$ cat src/rtl/led_pattern_gen.sv
// led_pattern_gen: parametrised LED pattern sequencer.
//   Steps through one of several LED patterns at a programmable rate.
//   Every div+1 enabled cycles the next step of the selected pattern
//   is loaded into the LED register.
// Ports:
//   clk  - single clock
//   rst  - synchronous, active-high reset
//   sel  - pattern mode select (0..7)
//   div  - prescaler terminal count (step every div+1 enabled cycles)
//   en   - run enable; 0 freezes prescaler, phase and led
//   led  - registered LED drive (inverted when LED_INV=1)
//   wrap - one-cycle strobe while the last step of a period is first shown
module led_pattern_gen #(
    parameter int WIDTH   = 8,
    parameter int DIV_W   = 24,
    parameter bit LED_INV = 1'b0
) (
    input  logic             clk,
    input  logic             rst,
    input  logic [2:0]       sel,
    input  logic [DIV_W-1:0] div,
    input  logic             en,
    output logic [WIDTH-1:0] led,
    output logic             wrap
);
    localparam int H = WIDTH / 2;
    // WIDTH bits cover the binary-count mode, and 2*WIDTH-1 < 2^WIDTH
    // whenever WIDTH >= 4, so the other modes fit as well.
    localparam int PH_W = WIDTH;

    localparam logic [WIDTH-1:0] ONES = '1;
    localparam logic [WIDTH-1:0] ONE  = WIDTH'(1);
    localparam logic [WIDTH-1:0] ALT  = {H{2'b01}};

    logic [DIV_W-1:0] cnt;
    logic [PH_W-1:0]  ph;
    logic [PH_W-1:0]  last;
    logic [PH_W-1:0]  kk;
    logic [2:0]       mode_q;
    logic [WIDTH-1:0] led_q;
    logic [WIDTH-1:0] pat;
    logic [WIDTH-1:0] lo_m;
    logic [WIDTH-1:0] hi_m;

    // Pattern for the current phase, before output inversion.
    always_comb begin
        pat  = '0;
        kk   = (ph < PH_W'(H)) ? ph : ph - PH_W'(H);
        // Masks of the kk+1 lowest / kk+1 highest bits (converge/clear).
        lo_m = ONES >> (PH_W'(WIDTH - 1) - kk);
        hi_m = ~(ONES >> (kk + PH_W'(1)));
        case (mode_q)
            3'd0: pat = ph[0] ? ~ALT : ALT;
            3'd1: begin
                if (ph < PH_W'(WIDTH)) pat = ONES >> (PH_W'(WIDTH - 1) - ph);
                else                   pat = ONES << (ph - PH_W'(WIDTH - 1));
            end
            3'd2: pat = (ph < PH_W'(H)) ? (lo_m | hi_m) : ~(lo_m | hi_m);
            3'd3: begin
                if (ph < PH_W'(WIDTH)) pat = ONE << ph;
                else                   pat = ONE << (PH_W'(2 * WIDTH - 2) - ph);
            end
            3'd4:    pat = ph;
            default: pat = '0;
        endcase
    end

    // Index of the final step (P-1) of the current mode.
    always_comb begin
        case (mode_q)
            3'd0:    last = PH_W'(1);
            3'd1:    last = PH_W'(2 * WIDTH - 1);
            3'd2:    last = PH_W'(WIDTH - 1);
            3'd3:    last = PH_W'(2 * WIDTH - 3);
            3'd4:    last = '1;
            default: last = '0;
        endcase
    end

    always_ff @(posedge clk) begin
        if (rst) begin
            cnt    <= '0;
            ph     <= '0;
            mode_q <= '0;
            led_q  <= '0;
            wrap   <= 1'b0;
        end else if (sel != mode_q) begin
            // Relatch wins over a tick and ignores en; led is left as is.
            mode_q <= sel;
            ph     <= '0;
            cnt    <= '0;
            wrap   <= 1'b0;
        end else if (en) begin
            if (cnt == div) begin
                cnt   <= '0;
                led_q <= pat;
                wrap  <= (ph == last);
                ph    <= (ph == last) ? '0 : ph + PH_W'(1);
            end else begin
                // Free-running wrap when div is lowered below cnt.
                cnt  <= cnt + DIV_W'(1);
                wrap <= 1'b0;
            end
        end else begin
            wrap <= 1'b0;
        end
    end

    assign led = LED_INV ? ~led_q : led_q;

endmodule

$ cat config.mk
export PLATFORM = sky130hd
export DESIGN_NAME = led_pattern_gen
export DESIGN_NICKNAME = d
export VERILOG_FILES = /design/src/rtl/led_pattern_gen.sv
export SDC_FILE = /design/constraint.sdc
export NUM_CORES = 1
export LEC_CHECK = 0
export CAP_MARGIN = 20
export CELL_PAD_IN_SITES_DETAIL_PLACEMENT = 1
export CELL_PAD_IN_SITES_GLOBAL_PLACEMENT = 1
export CORE_MARGIN = 5
export CORE_UTILIZATION = 46
export CTS_CLUSTER_DIAMETER = 60
export DETAILED_ROUTE_END_ITERATION = 8
export GPL_TIMING_DRIVEN = 0
export HOLD_SLACK_MARGIN = 0.08
export MAX_ROUTING_LAYER = met4
export PLACE_DENSITY = 0.95
export SLEW_MARGIN = 20
export SYNTH_ARGS = -nofsm -noshare
export SYNTH_HDL_FRONTEND = slang
export SYNTH_SLANG_ARGS = --single-unit
$ cat constraint.sdc
create_clock -name clk -period 6.1 [get_ports clk]
set_input_delay 0.915 -clock clk [delete_from_list [all_inputs] [get_ports clk]]
set_output_delay 0.915 -clock clk [all_outputs]
set_load 0.03 [all_outputs]
# == Word level (Yosys, flattened, before mapping) ==
# Index checks and enable logic that the tools add are counted.
# totals
reg_bits,44
inputBits,30
output_inout_bits,9
wordCells,48
# classes
addsub,8
magnitude_cmp,2
eq_ne,7
n_shift,6
n_mux,9
n_bitwise,6
n_reduce_logical,5
# op_table
cell,n
case mux 8 bit (5 select lines),2
two-way mux 8 bit,6
"adder 24 x 1 -> 24 bit, second input constant",1
equality test 24 bit,1
two-way mux 24 bit,1
">> shifter 8 x 8 -> 8 bit, first input constant",3
"adder 8 x 1 -> 8 bit, second input constant",2
NOT 8 bit,2
"left shift 1 x 8 -> 8 bit, first input constant",2
"subtractor 3 x 8 -> 8 bit, first input constant",2
"subtractor 8 x 3 -> 8 bit, second input constant",2
equality test 8 bit,1
"< comparator 8 x 3 -> 1 bit, second input constant",1
"< comparator 8 x 4 -> 1 bit, second input constant",1
bitwise OR 8 bit,1
"left shift 8 x 8 -> 8 bit, first input constant",1
"subtractor 4 x 8 -> 8 bit, first input constant",1
"equality test 3 x 2 -> 1 bit, second input constant",2
OR reduction 4 bit,1
"equality test 3 x 1 -> 1 bit, second input constant",1
"equality test 3 bit, second input constant",1
logical NOT 3 bit,1
inequality test 3 bit,1
NOT 1 bit,3
other kinds (3),3

# == Logic depth before layout (Yosys ltp) ==
# depth
ltp_word,9
depth_mapped,13

# == Worst setup path before layout ==
# OpenSTA, ideal clock, no wires.
# synth_path
kind,register to register
startpoint,reg ph[2]
endpoint,reg led_q[7] (netlist: led[7])
setup_time_ps,120
t_arrival_ps,2764
t_required_ps,5980
setup_slack_ps,3217
path_stages_with_launch,13
path_buffers,2
path_cell_list,dfxtp_1 -> buf_2 -> clkinv_1 -> ha_1 -> buf_2 -> nor3b_1 -> mux2i_1 -> nor4_1 -> a31oi_2 -> nor4_4 -> mux2i_1 -> nor2b_1 -> a211o_1
# synth_between
elab_chain_len,9
# synth_rtl
element,line,text
from (decl),36,logic [PH_W-1:0] ph;
from (signal assigned),98,ph <= (ph == last) ? '0 : ph + PH_W'(1);
subtractor 8 x 3 -> 8 bit or < comparator 8 x 3 -> 1 bit (tied branches),"48, 58",
two-way mux 8 bit,48,kk = (ph < PH_W'(H)) ? ph : ph - PH_W'(H);
adder 8 x 1 -> 8 bit,51,hi_m = ~(ONES >> (kk + PH_W'(1)));
>> shifter 8 x 8 -> 8 bit,51,
NOT 8 bit,51,
bitwise OR 8 bit,58,3'd2: pat = (ph < PH_W'(H)) ? (lo_m | hi_m) : ~(lo_m | hi_m);
NOT 8 bit,58,
two-way mux 8 bit,58,
case mux 8 bit (5 select lines) (*),52,case (mode_q)
to (signal assigned),96,led_q <= pat;
to (decl),40,logic [WIDTH-1:0] led_q;
# Every way passes the cells marked *; elsewhere a longest branch is shown, timed or not.
# A chain may end at the register's enable or synchronous reset.

# == Worst setup path in the final report ==
# layout_path
startpoint,reg ph[4]
endpoint,reg led_q[5] (netlist: led[5])
# The elaborated chain is that of the path after synthesis.

==> impl_metrics.tcl <==
set metrics [dict create \
    grt_pass1_vias 4529 \
    setup_violations 0 \
    hold_buffers 0 \
    die_area_um2 10250 \
    start_util_pct 46.85 \
    wl_um 13550 \
    cp-start-kind "flip-flop" \
    grt.total_usage_pct 27.76 \
    ys.flop_type "dfxtp_1" \
    dr.first_iter.drc_count 301 \
    synthArstFlopShare_pct 0 \
    hp-class "reg2reg" \
    syn_inst 518 \
    vias 4246 \
    n_antenna_cell 0 \
    wl_per_cell_um 20.34 \
    register_area_um2 880.8 \
    synth_edf_count 0 \
    yosysMostFrequentCell "nor2_1" \
    powerDensity_nw_per_um2 123.2 \
    viasPerCell 6.375 \
    first_pass_iters 8 \
    final_core_utilization_pct 53.86 \
    syn2layout_area_growth_pct 14.96 \
    total_power_uw 542.2 \
    worstSetupPathType "reg2reg" \
    hpwl_um 10500 \
    synth_nets 557 \
    cts_root_buf "clkbuf_8" \
    grt_pass1_wl_um 22200 \
    multi_input_area_um2 2761 \
    clkLatencyLatePin_ns 0.32 \
    dieWidth_um 101.2 \
    ys_seq_elements 44 \
    top_level_ports 39 \
    yosys.area.top_type "dfxtp_1" \
    cts_max_level 2 \
    worstPathRequired_ns 6.36 \
    synth_cell_types 74 \
    drc 0 \
    cp_max_fo 10 \
    layout-drive-gt1-share_pct 6.061 \
    nets 600 \
    clk_path_buf_depth 2 \
    core_um2 8175 \
    post_cts_resized 0 \
    cts_tree "yes" \
    peakVddDrop_v 0.00007821 \
    status "finished, final reports clean" \
    cap_violations 0 \
    netlist_area_um2 3830 \
    die_y_um 101.2 \
    cts.clk_slew.worst_paths_ns 0.10 \
    fmax_mhz 268.6 \
    fin_hold_ws_ns 0.4748 \
    avgSynthCellArea_um2 7.394 \
    synth_area_leaders "dfxtp_1, xnor2_1, nor2_1" \
    synth_common_cells "nor2_1, nand2_1, dfxtp_1" \
    rows 33 \
    cts.sinks 44 \
    cts_inserted_buffers 5 \
    fill_cells 1051 \
    leakage_nw 1.508 \
    grt_max_degree 14 \
    worst_pin_slew_ns 1.111 \
    yosysSeqAreaShare_pct 23.00 \
    gp_congestion 1.005 \
    ant_nets 0 \
    slew_headroom_pct 24.03 \
    finalClockSkew_ns 0.01633 \
    synthDominantCellAreaShare_pct 23.00 \
    end_kind "flip-flop" \
    final-max-slew-violation-count 0 \
    hold_violations 0 \
    rsz0062_at_grt "no" \
    grt_overflow 0 \
    period_share_pct 61.04 \
    finalCriticalPeriod_ns 3.724 \
    yosys_warnings 0 \
    grt_antenna_before_repair 0 \
    portBuffers 36 \
    crit_arrival_ns 3.98 \
    finalSetupTns_ns 0 \
    postCtsSetupRepairBufs 0 \
]
## sequential cells by signal, indices dropped and copies added, names as in the netlist
signal / count
mode_q: 3
cnt: 24
wrap: 1
ph: 8
led: 8
## cells in the final DEF, fill, tap and decap left out, types with 13 or more instances in the layout
cell,count
dfxtp_1,44
clkdlybuf4s50_1,36
o21ai_0,22
nand4_1,15
and3_1,13
nor2_1,50
nand3_1,25
nand2_1,49
xnor2_1,41
xor2_1,18
clkbuf_1,20
a21oi_1,35
## stage by stage
step | instance area, µm² | instances | setup WS, ns
2_1_floorplan | 3830 | 518 | 3.217
3_3_place_gp | 4322 | 659 | 2.710
3_5_place_dp | 4322 | 659 | 2.586
4_1_cts | 4403 | 666 | 2.540
5_1_grt | 4403 | 666 | 2.334
6_report | 4403 | 666 | 2.376
## cell families after synthesis
kind of cell	Yosys count	synth area share, %
muxes	3	0.7841
xor gates and xnor gates	59	13.49
and+or+nand+nor	229	32.18
adders and majority gates	10	3.202
buffers and inverters	44	4.900
DFF	44	23.00
AOI/OAI and AO/OA	129	22.44
## path summary, 6_finish.rpt
path,slack (ns),startpoint,cells after the start,to
worst max-delay path,2.38,ph[4]$_SDFFE_PP0P_,12,led[5]$_SDFFE_PP0P_
worst min-delay path,0.47,led[0]$_SDFFE_PP0P_,2,led[0]$_SDFFE_PP0P_
worst max register to register,2.38,ph[4]$_SDFFE_PP0P_,12,led[5]$_SDFFE_PP0P_
worst min register to register,0.47,led[0]$_SDFFE_PP0P_,2,led[0]$_SDFFE_PP0P_
## critical path, cell delays in order (launching register included)
cell       delay [ns]
dfxtp_1          0.36
buf_6            0.15
clkbuf_1         0.47
inv_1            0.19
ha_1             0.28
a21bo_2          0.27
o21ai_1          0.09
a2111oi_0        0.99
a31oi_1          0.27
nand2b_1         0.23
o311a_1          0.12
nand4_1          0.11
o211a_1          0.14
## per-layer routing
layer / track usage (%) / share of wire, % / vias to the layer above
li1: - / - / 1955
met5: - / 0 / -
met3: 3.719 / 6.2 / 58
met4: 12.88 / 3.8 / 0
met1: 30.59 / 39 / 2027
met2: 49.25 / 51 / 206
## power breakdown
part           leakage, nW  switching, mW  internal, mW
clock               0.0400          0.112        0.0779
combinational         1.11         0.0313        0.0315
sequential           0.355        0.00154         0.288
## cell type report
cell class | count | area share (%)
clock buffers | 5 | 1.563
repair buffers | 36 | 8.184
inverters | 12 | 1.023
clock inverters | 2 | 0.2842
plain buffers | 32 | 3.240
well taps | 105 | 2.984
flip-flops and latches | 44 | 20.01
multi-input cells | 430 | 62.72
(Power assumes the default switching activity.)
